<file path="config.mk">
export PLATFORM = sky130hd
export DESIGN_NAME = temperature_calculator_flat
export DESIGN_NICKNAME = d
export VERILOG_FILES = /design/src/rtl/temperature_calculator_if.sv /design/src/rtl/temperature_calculator.sv /design/src/flat_wrapper.sv
export SDC_FILE = /design/constraint.sdc
export NUM_CORES = 1
export LEC_CHECK = 0
export CAP_MARGIN = 20
export CORE_AREA = 2 2 153 155
export CTS_BUF_LIST = sky130_fd_sc_hd__clkbuf_4
export DETAILED_ROUTE_END_ITERATION = 8
export DIE_AREA = 0 0 155 157
export DONT_BUFFER_PORTS = 1
export PLACE_DENSITY = 0.65
export REMOVE_ABC_BUFFERS = 1
export SLEW_MARGIN = 40
export SYNTH_ARGS = -nofsm -noshare
export SYNTH_HDL_FRONTEND = slang
export SYNTH_SLANG_ARGS = --single-unit
export TNS_END_PERCENT = 5
</file>
<file path="constraint.sdc">
create_clock -name clk -period 4.9 [get_ports clk]
set_clock_uncertainty 0.2 [all_clocks]
set_input_delay 0.98 -clock clk [delete_from_list [all_inputs] [get_ports clk]]
set_output_delay 0.98 -clock clk [all_outputs]
set_load 0.03 [all_outputs]
</file>
<file path="src/rtl/temperature_calculator_if.sv">
// Conversion request/result bundle between the ADC front end and the
// temperature calculator.
interface temperature_calculator_if;
  logic        start;
  logic [31:0] tc_base;
  logic [7:0]  tc_ref;
  logic [15:0] adc_data;
  logic [31:0] tempc;
  logic        busy;
  logic        done;

  modport master (
    output start, tc_base, tc_ref, adc_data,
    input  tempc, busy, done
  );

  modport slave (
    input  start, tc_base, tc_ref, adc_data,
    output tempc, busy, done
  );
endinterface

</file>
<file path="src/rtl/temperature_calculator.sv">
// temperature_calculator: tempc = adc * tc_base + tc_ref.
// adc is sign-magnitude; the 15-bit magnitude is multiplied by shift-add
// over 15 cycles, then the sign and reference offset are applied in one
// finishing cycle. All arithmetic wraps modulo 2^32.
module temperature_calculator (
  input  logic                           clk,
  input  logic                           rst,
  temperature_calculator_if.slave        bus
);

  typedef enum logic [1:0] {
    IDLE = 2'd0,
    MUL  = 2'd1,
    FIN  = 2'd2
  } state_t;

  state_t      state_q, state_d;
  logic [31:0] base_q, base_d;
  logic [7:0]  ref_q, ref_d;
  logic [15:0] adc_q, adc_d;
  logic [31:0] acc_q, acc_d;
  logic [3:0]  cnt_q, cnt_d;
  logic [31:0] tempc_q, tempc_d;
  logic        busy_q, busy_d;
  logic        done_q, done_d;

  logic [31:0] signed_prod;

  // State and datapath registers; reset clears everything including operands.
  always_ff @(posedge clk or posedge rst) begin
    if (rst) begin
      state_q <= IDLE;
      base_q  <= '0;
      ref_q   <= '0;
      adc_q   <= '0;
      acc_q   <= '0;
      cnt_q   <= '0;
      tempc_q <= '0;
      busy_q  <= 1'b0;
      done_q  <= 1'b0;
    end else begin
      state_q <= state_d;
      base_q  <= base_d;
      ref_q   <= ref_d;
      adc_q   <= adc_d;
      acc_q   <= acc_d;
      cnt_q   <= cnt_d;
      tempc_q <= tempc_d;
      busy_q  <= busy_d;
      done_q  <= done_d;
    end
  end

  // Next-state, shift-add step and result formation.
  always_comb begin
    state_d     = state_q;
    base_d      = base_q;
    ref_d       = ref_q;
    adc_d       = adc_q;
    acc_d       = acc_q;
    cnt_d       = cnt_q;
    tempc_d     = tempc_q;
    busy_d      = busy_q;
    done_d      = 1'b0;
    signed_prod = adc_q[15] ? (32'd0 - acc_q) : acc_q;

    case (state_q)
      IDLE: begin
        if (bus.start) begin
          base_d  = bus.tc_base;
          ref_d   = bus.tc_ref;
          adc_d   = bus.adc_data;
          acc_d   = '0;
          cnt_d   = '0;
          busy_d  = 1'b1;
          state_d = MUL;
        end
      end
      MUL: begin
        if (adc_q[cnt_q]) begin
          acc_d = acc_q + (base_q << cnt_q);
        end
        if (cnt_q == 4'd14) begin
          state_d = FIN;
        end else begin
          cnt_d = cnt_q + 4'd1;
        end
      end
      FIN: begin
        tempc_d = signed_prod + {{24{ref_q[7]}}, ref_q};
        done_d  = 1'b1;
        busy_d  = 1'b0;
        state_d = IDLE;
      end
      default: begin
        state_d = IDLE;
      end
    endcase
  end

  assign bus.tempc = tempc_q;
  assign bus.busy  = busy_q;
  assign bus.done  = done_q;

endmodule

</file>
<file path="src/flat_wrapper.sv">
// flat-port wrapper written by rule: the top's interface ports become plain ports
module temperature_calculator_flat 
  (clk, rst, bus_start, bus_tc_base, bus_tc_ref, bus_adc_data, bus_tempc, bus_busy, bus_done);
  temperature_calculator_if bus_i ();
  input  logic clk;
  input  logic rst;
  input wire logic [$bits(bus_i.start)-1:0] bus_start;
  input wire logic [$bits(bus_i.tc_base)-1:0] bus_tc_base;
  input wire logic [$bits(bus_i.tc_ref)-1:0] bus_tc_ref;
  input wire logic [$bits(bus_i.adc_data)-1:0] bus_adc_data;
  output wire logic [$bits(bus_i.tempc)-1:0] bus_tempc;
  output wire logic [$bits(bus_i.busy)-1:0] bus_busy;
  output wire logic [$bits(bus_i.done)-1:0] bus_done;
  assign bus_i.start = bus_start;
  assign bus_i.tc_base = bus_tc_base;
  assign bus_i.tc_ref = bus_tc_ref;
  assign bus_i.adc_data = bus_adc_data;
  assign bus_tempc = bus_i.tempc;
  assign bus_busy = bus_i.busy;
  assign bus_done = bus_i.done;
  temperature_calculator u_core (.clk(clk), .rst(rst), .bus(bus_i));
endmodule
</file>
* Yosys cells after proc, flatten, opt, wreduce, memory -nomap -nowiden
Cells that the tools add are included.
** Operators by class
- Reductions and logical operators :: 8
- Mux-type cells :: 15
- $lt $le $gt $ge :: 1
- Eq/ne operators :: 7
- Shift operators :: 1
- $add $sub $neg :: 4
** Operators by type and width (count)
- $mux 32 :: 3
- $add 32x32->32 :: 2
- $pmux 32 s2 :: 1
- $shl 32x4->32 :: 1
- $sub 1x32->32 const A :: 1
- $mux 4 :: 2
- $pmux 4 s2 :: 1
- $reduce_and 2->1 :: 3
- $reduce_and 3->1 :: 2
- $lt 4x5->1 const B :: 1
- $add 4x1->4 const B :: 1
- $bmux 1 s4 :: 1
- $eq 4x4->1 const B :: 1
- $mux 2 :: 2
- $ne 2x1->1 const B :: 2
- $ne 2x2->1 const B :: 2
- $pmux 2 s2 :: 1
- $reduce_bool 2->1 :: 2
- $mux 1 :: 3
- $eq 2x1->1 const B :: 1
- $eq 2x2->1 const B :: 1
- $logic_not 2->1 :: 1
- $pmux 1 s2 :: 1
** Storage, ports and cells
- Flip-flop bits (word level) :: 128
- Logic and storage cells :: 45

* Longest topological paths before layout
Gate-level depths: netlist of run 1.
- Word-level depth :: 4
- Gate-level depth with buffers :: 20
- Depth with buffers taken out :: 20

* Worst setup path before layout of run 1
No wires, ideal clock.
- Kind :: register to register
- Start :: register u_core.cnt_q[1]
- End :: register u_core.acc_q[31]
- Cell stages (with the launch flop) :: 21
- Data arrival time :: 4.245 ns
- Path buffers :: 5
- Path slack :: 0.375 ns
- Required time :: 4.621 ns
- Setup time :: 0.079 ns
- Clock period less this slack :: 4.525 ns
- Cell sequence :: dfrtp_1 -> clkbuf_1 -> buf_2 -> buf_1 -> buf_2 -> mux4_2 -> nand2_1 -> o21ai_0 -> nor2_1 -> a21oi_1 -> ha_1 -> clkbuf_1 -> and3_1 -> or3b_2 -> nand2b_1 -> o211ai_1 -> o21ai_0 -> a21o_1 -> nand3_1 -> nor3b_1 -> mux2i_1
** Between the ends
- Longest elaborated chain between the ends :: 4
- Elaborated cells on any way between the ends :: 8
** Ends and longest elaborated chain
- start: declaration :: line temperature_calculator.sv:22 : logic [3:0] cnt_q, cnt_d;
- start signal: assignment :: line temperature_calculator.sv:47 : cnt_q <= cnt_d;
- $shl 32x4->32 or $bmux 1 s4 (tied branches) :: line temperature_calculator.sv:81, temperature_calculator.sv:80
- $add 32x32->32 or $mux 1 (tied branches) :: line temperature_calculator.sv:81, temperature_calculator.sv:80
- $mux 32 or $ne 2x1->1 (tied branches)
- $pmux 32 s2 or $reduce_and 3->1 (tied branches)
- end signal: assignment :: line temperature_calculator.sv:36 : acc_q <= '0;
- end signal: assignment :: line temperature_calculator.sv:46 : acc_q <= acc_d;
- end: declaration :: line temperature_calculator.sv:21 : logic [31:0] acc_q, acc_d;
Several ways; a longest one is shown, not always the timed one. The select of a mux whose other input is x is not followed.
A chain may end at the register's enable or synchronous reset.

* Worst setup path after layout of run 1
- Start :: register u_core.acc_q[2]
- End :: register u_core.tempc_q[30], in the netlist u_core.bus.tempc[30]
** Between the ends
- Longest elaborated chain between the ends :: 3
** Ends and longest elaborated chain
- $sub 1x32->32 :: line temperature_calculator.sv:65 : signed_prod = adc_q[15] ? (32'd0 - acc_q) : acc_q;
- $mux 32 (*) :: line temperature_calculator.sv:65
- $add 32x32->32 (*) :: line temperature_calculator.sv:90 : tempc_d = signed_prod + {{24{ref_q[7]}}, ref_q};
- end signal: assignment :: line temperature_calculator.sv:48 : tempc_q <= tempc_d;
- end: declaration :: line temperature_calculator.sv:23 : logic [31:0] tempc_q, tempc_d;
Mark *: on every way between the ends. The rest lies on a longest branch, timed or not.

==> run_results.csv, run 1 <==
group,metric,value,unit
synthesis,ys_ff_latch,128,
clock_tree,cts_hold_buf,0,
critical_path,reg2reg_slack,540,ps
clock_tree,clock_sinks,128,
layout,layout.cells.most_common,"nand2_1",
floorplanning,die_h,157,um
timing,fmax,229,MHz
floorplanning,die_w,155,um
floorplanning,initial_core_util,44.8,%
routing,ant_nets,0,
clock_tree,cts_tree,"yes",
routing,routed-wl-met2,10500,um
layout,synthToLayoutAreaGrowth,6.09,%
synthesis,synth-async-reset-ratio,100,%
layout,finalInstanceArea,0.0107,mm^2
synthesis,synth.distinct_cells,71,
routing,highest_layer,"met4",
timing,rsz0062_at_grt,"false",
floorplanning,core_area,0.0225,mm^2
timing,fin_setup_tns,0,ps
synthesis,syn_area_per_cell,8.32,um^2
grt,grt_pass1_vias,8019,
placed_design,dp.cells,1454,
placed_design,hpwl,17200,um
clock_tree,htreeDepth,4,
placed_design,gp_congestion,0.885,
floorplanning,dieArea,0.0243,mm^2
placed_design,port_buffers,0,
routing,wl_per_cell,15.6,um
floorplanning,io_pins,93,
grt,overflow,0,
grt,grt_pass1_wl,39500,um
routing,drt_iter0_drc,427,
timing,hold_slack,199,ps
routing,route.detailed.drc,0,
critical_path,worst_setup_path_end_kind,"register",
clock_tree,numCtsBuffers,17,
critical_path,critPathKind,"reg2reg",
timing,relSlewSlack,43.7,%
grt,antenna_found_initial,1,
timing,fin_crit,4360,ps
synthesis,synth_flop_cell,"dfrtp_1",
min_path,hold_path.class,"in2async",
routing,avgViaCountPerCell,5.62,
layout,layout_common_cells,"nand2_1 (286), dfrtp_1 (127), o21ai_0 (101)",
clock_tree,cts_buffer_depth,2,
flow_run,drv_cap,0,
clock_tree,cts_root_buffer,"clkbuf_4",
floorplanning,rows,55,
routing,firstDrtPassIters,5,
timing,worstMarginPinSlew,844,ps
synthesis,synth_warnings,0,
placed_design,placed_area,0.0104,mm^2
routing,wl,23200,um
layout,layout-drive-gt1-share,8.33,%
clock_tree,clock_latency,560,ps
timing,finalCritPeriodShare,89.1,%
critical_path,startpoint_type,"register",
clock_tree,clkTransAtPathRegs,140,ps
clock_tree,post-cts-setup-buffers,0,
timing,slew_viol_final,0,
layout,fin_cells,1487,
grt,grt_max_degree,101,
synthesis,syn-instance-count,1212,
critical_path,critPathRequiredTime,5150,ps
status,status,"complete, no violations",
critical_path,path_max_fanout,6,
synthesis,seq_area_frac_synth,31.8,%
timing,finalSetupViolCount,0,
routing,drt-met1-wl,11600,um
critical_path,critPathArrivalTime,4610,ps
synthesis,synth_area,0.0101,mm^2
routing,vias,8360,
clock_tree,cts_resized,0,
layout,nNetsFinal,1321,
synthesis,synth_edf_count,0,
grt,grt_use_total,19.7,%
timing,hold_viol,0,
routing,wl_met3,928,um
-- path summary, 6_finish.rpt --
check | cells past startpoint | end | from
worst max-delay path | 19 | u_core.bus.tempc[30] | u_core.acc_q[2]
worst min-delay path | 1 | u_core.acc_q[29] | rst
worst max register to register | 19 | u_core.bus.tempc[30] | u_core.acc_q[2]
worst min register to register | 2 | u_core.adc_q[1] | u_core.adc_q[1]
max in group asynchronous | 2 | u_core.bus.tempc[21] | rst
min in group clk | 2 | u_core.adc_q[1] | u_core.adc_q[1]
-- cell type report --
type / count / area (um^2)
antenna: 1 / 2.50
clock buffer: 19 / 143
inverter: 23 / 93.8
clock inverter: 13 / 188
sequential: 128 / 3200
fill: 2264 / 11800
multi-input combinational: 1002 / 6580
timing repair buffer: 16 / 133
tap: 285 / 357
-- Yosys cell counts, drive strengths merged, types with 20 or more instances --
cell,instances,area share [%]
xnor2,56,4.9
inv,20,0.74
dfrtp,128,32
mux4,20,4.5
a21oi,76,3.8
mux2i,26,2.6
nand3,41,2.0
nand2,287,11
xor2,25,2.2
a21o,32,2.4
nor2,48,1.8
ha,72,8.9
o21ai,104,5.2
clkbuf,41,1.5
-- kinds of logic (layout without fill, tap and decap cells) --
family,after synthesis,in the layout,synth area share (%)
compound gates,310,310,19.0
xor+xnor,81,81,7.04
fa+ha+maj,74,74,9.33
buf+inv,82,71,3.15
flops,128,128,31.8
mux,54,54,7.94
other cells,0,1,0
simple gates,483,483,21.7
-- stage by stage --
| stage | setup WS [ps] | utilization (%) |
|---|---|---|
| 6_report | 535 | 47.5 |
| 5_1_grt | 90.8 | 47.5 |
| 2_1_floorplan | -103 | - |
| 4_1_cts | 529 | 47.5 |
| 3_5_place_dp | 523 | 46.1 |
| 3_3_place_gp | 611 | 46.0 |
-- critical path: stages, from the launching register on --
cell and delay (ps):
dfrtp_1 470, nor4_2 320, nand2_1 100, or2_1 250
or3_4 400, nor3_4 160, nand2_1 90, or2_1 260
o21ai_0 200, xnor2_1 190, ha_1 320, nand2_1 100
o21ai_0 110, a21o_1 200, a21o_1 170, a21oi_1 140
nor2b_1 60, a311oi_1 290, xor2_1 160, o21ai_0 90
-- state kept, by name (all words and copies together), names as in the netlist --
name              count
u_core.bus.busy       1
u_core.base_q        32
u_core.acc_q         32
u_core.bus.tempc     32
u_core.ref_q          8
u_core.adc_q         16
u_core.state_q        2
u_core.cnt_q          4
u_core.bus.done       1
-- routing by layer --
| layer | global-route usage [%] | vias up |
|---|---|---|
| met2 | 31.9 | 185 |
| met5 | 0 | - |
| met3 | 3.58 | 15 |
| met4 | 4.06 | 0 |
| met1 | 27.7 | 3890 |
| li1 | - | 4270 |
Power of run 1 is left out: the tool's default activity adds up to more than one toggle a clock period on the data nets, which glitch-free logic cannot reach.
==> run 2: changes to the inputs <==
- clock period: 4.9 -> 4.1 ns (I/O delays scaled with it)
==> run_results.csv, run 2 (synthesized netlist as in run 1, its figures left out) <==
group,metric,value,unit
timing,hold_slack,145,ps
layout,layout_common_cells,"nand2_1 (285), dfrtp_1 (126), buf_4 (121)",
critical_path,cp_slowest_stage_delay,410,ps
floorplanning,die_w,155,um
floorplanning,initial_core_util,44.8,%
grt,grt_pass1_vias,8524,
layout,final_util,51.5,%
critical_path,reg2reg_from,"u_core.acc_q[5]",
min_path,holdCritStartpoint,"bus_tc_base[29]",
routing,wl,24000,um
critical_path,crit_family,"simple AND/OR/NAND/NOR gates",
layout,layout.cells.most_common,"nand2_1",
clock_tree,cts_buffer_depth,2,
routing,drt_iter0_drc,389,
timing,finalCritPeriodShare,99.4,%
timing,slew_viol_final,0,
routing,wl_per_cell,15.1,um
critical_path,critPathArrivalTime,4320,ps
status,status,"complete, no violations",
critical_path,r2r-end,"u_core.bus.tempc[30]",
placed_design,place_worst_setup_slack,-116,ps
grt,overflow,0,
placed_design,gp_congestion,0.861,
layout,final-seq-area,0.00321,mm^2
critical_path,slowest_stage,"dfrtp_1",
placed_design,placed_area,0.0111,mm^2
routing,avgViaCountPerCell,5.44,
floorplanning,io_pins,93,
min_path,min_path_cells,2,
floorplanning,dieArea,0.0243,mm^2
floorplanning,rows,55,
layout,finalInstanceArea,0.0116,mm^2
routing,firstDrtPassIters,5,
floorplanning,die_h,157,um
min_path,whs_endpoint,"u_core.base_q[29]",
critical_path,r2r_cells,19,
clock_tree,cts_tree,"yes",
routing,ant_nets,0,
timing,fin_crit,4080,ps
clock_tree,clock_latency,570,ps
timing,relSlewSlack,55.2,%
routing,vias,8663,
clock_tree,clkTransAtPathRegs,130,ps
timing,hold_viol,0,
grt,grt_max_degree,88,
grt,grt_pass1_wl,40800,um
placed_design,hpwl,18400,um
flow_run,drv_cap,0,
min_path,hold_path.class,"in2reg",
routing,route.detailed.drc,0,
critical_path,reg2reg_slack,20,ps
grt,antenna_found_initial,2,
critical_path,path_buf_inv,0,
layout,layout-drive-gt1-share,18.1,%
timing,finalSetupViolCount,0,
critical_path,critPathKind,"reg2reg",
critical_path,path_max_fanout,3,
timing,rsz0062_at_grt,"true",
timing,worst_slack,24.0,ps
clock_tree,clock_sinks,128,
floorplanning,core_area,0.0225,mm^2
timing,fmax,245,MHz
layout,fill_cells,2163,
placed_design,port_buffers,0,
layout,nNetsFinal,1427,
critical_path,critPathRequiredTime,4350,ps
critical_path,startpoint_type,"register",
critical_path,worst_setup_path_end_kind,"register",
critical_path,crit_path_cell_trace,"nor4_2 > nand2_1 > or2_1 > or3_4 > nor3_4 > nand2_1 > or2_1 > o21ai_2 > xnor2_2 > ha_1 > nand2_2 > o21ai_2 > a21o_1 > a21o_1 > a21oi_2 > nor2b_1 > a311oi_1 > xor2_1 > o21ai_1",
grt,grt_use_total,20.3,%
clock_tree,htreeDepth,4,
layout,multi_input_area,0.00674,mm^2
clock_tree,cts_root_buffer,"clkbuf_4",
timing,worstMarginPinSlew,672,ps
layout,synthToLayoutAreaGrowth,14.9,%
clock_tree,numCtsBuffers,17,
==> run 2: cell types whose count changed in the layout (fill, tap and decap cells not counted), moves of 3 or more <==
cell | previous run | this run
o21ai_0 | 101 | 89
clkinv_2 | 0 | 3
o21ai_1 | 2 | 10
a21oi_1 | 76 | 64
o31ai_1 | 13 | 10
clkinvlp_4 | 5 | 2
a21oi_2 | 0 | 12
o31ai_2 | 0 | 3
buf_4 | 15 | 121
o21ai_2 | 1 | 5
clkinv_1 | 4 | 7
==> run 2: worst max-delay path by stage <==
stage,start,endpoint,slack [ps],cells past startpoint
floorplan,u_core.cnt_q[0],u_core.acc_q[31],-900,13
global placement,u_core.acc_q[2],u_core.bus.tempc[30],-8,19
detailed placement,u_core.acc_q[2],u_core.bus.tempc[30],-120,19
CTS,u_core.acc_q[2],u_core.bus.tempc[29],-2,18
global route,u_core.acc_q[5],u_core.bus.tempc[30],-230,19
finish,u_core.acc_q[5],u_core.bus.tempc[30],20,19
==> run 2: per-layer routing <==
metal  share of wire (%)  wire length, um  up-vias  track usage (%)
li1                    -                -     4475                -
met3                 3.8              924       22             3.22
met4                 1.3              320        0             5.38
met1                  49            11800     4004             27.5
met5                   0                0        -                0
met2                  46            11000      162             34.0
==> run 2: metrics by stage <==
step                setup TNS [ps]  std cells
floorplan                   -53440       1153
global placement             -9.86       1555
detailed placement            -161       1555
CTS                          -2.10       1586
global route                 -1840       1593
finish                           0       1593
==> run 2: worst register-to-register path, cell delays in order (launching register included) <==
cell	delay [ps]
dfrtp_1	410
nor4_2	300
nand2_1	100
or2_1	260
or3_4	360
nor3_4	200
nand2_1	90
or2_1	250
o21ai_2	190
xnor2_2	110
ha_1	330
nand2_2	90
o21ai_2	80
a21o_1	170
a21o_1	160
a21oi_2	110
nor2b_1	50
a311oi_1	300
xor2_1	180
o21ai_1	70
==> run 2: area by class of cell <==
cell class,instances,share of cell area [%]
multi-input combinational,1002,58.2
clock buffer,18,1.17
antenna,2,0.0432
tap,285,3.08
clock inverter,13,1.06
inverter,23,0.810
sequential,128,27.7
timing repair buffer,122,7.93
==> run 2: what timing repair did <==
action	4_1_cts	5_1_grt
pin swaps	1	30
setup buffers	0	4
gates resized for setup	6	47
endpoints found under the setup margin	4	26
hold buffers	0	1
hold endpoints to repair	0	19
Power of run 2 is left out for the same reason.
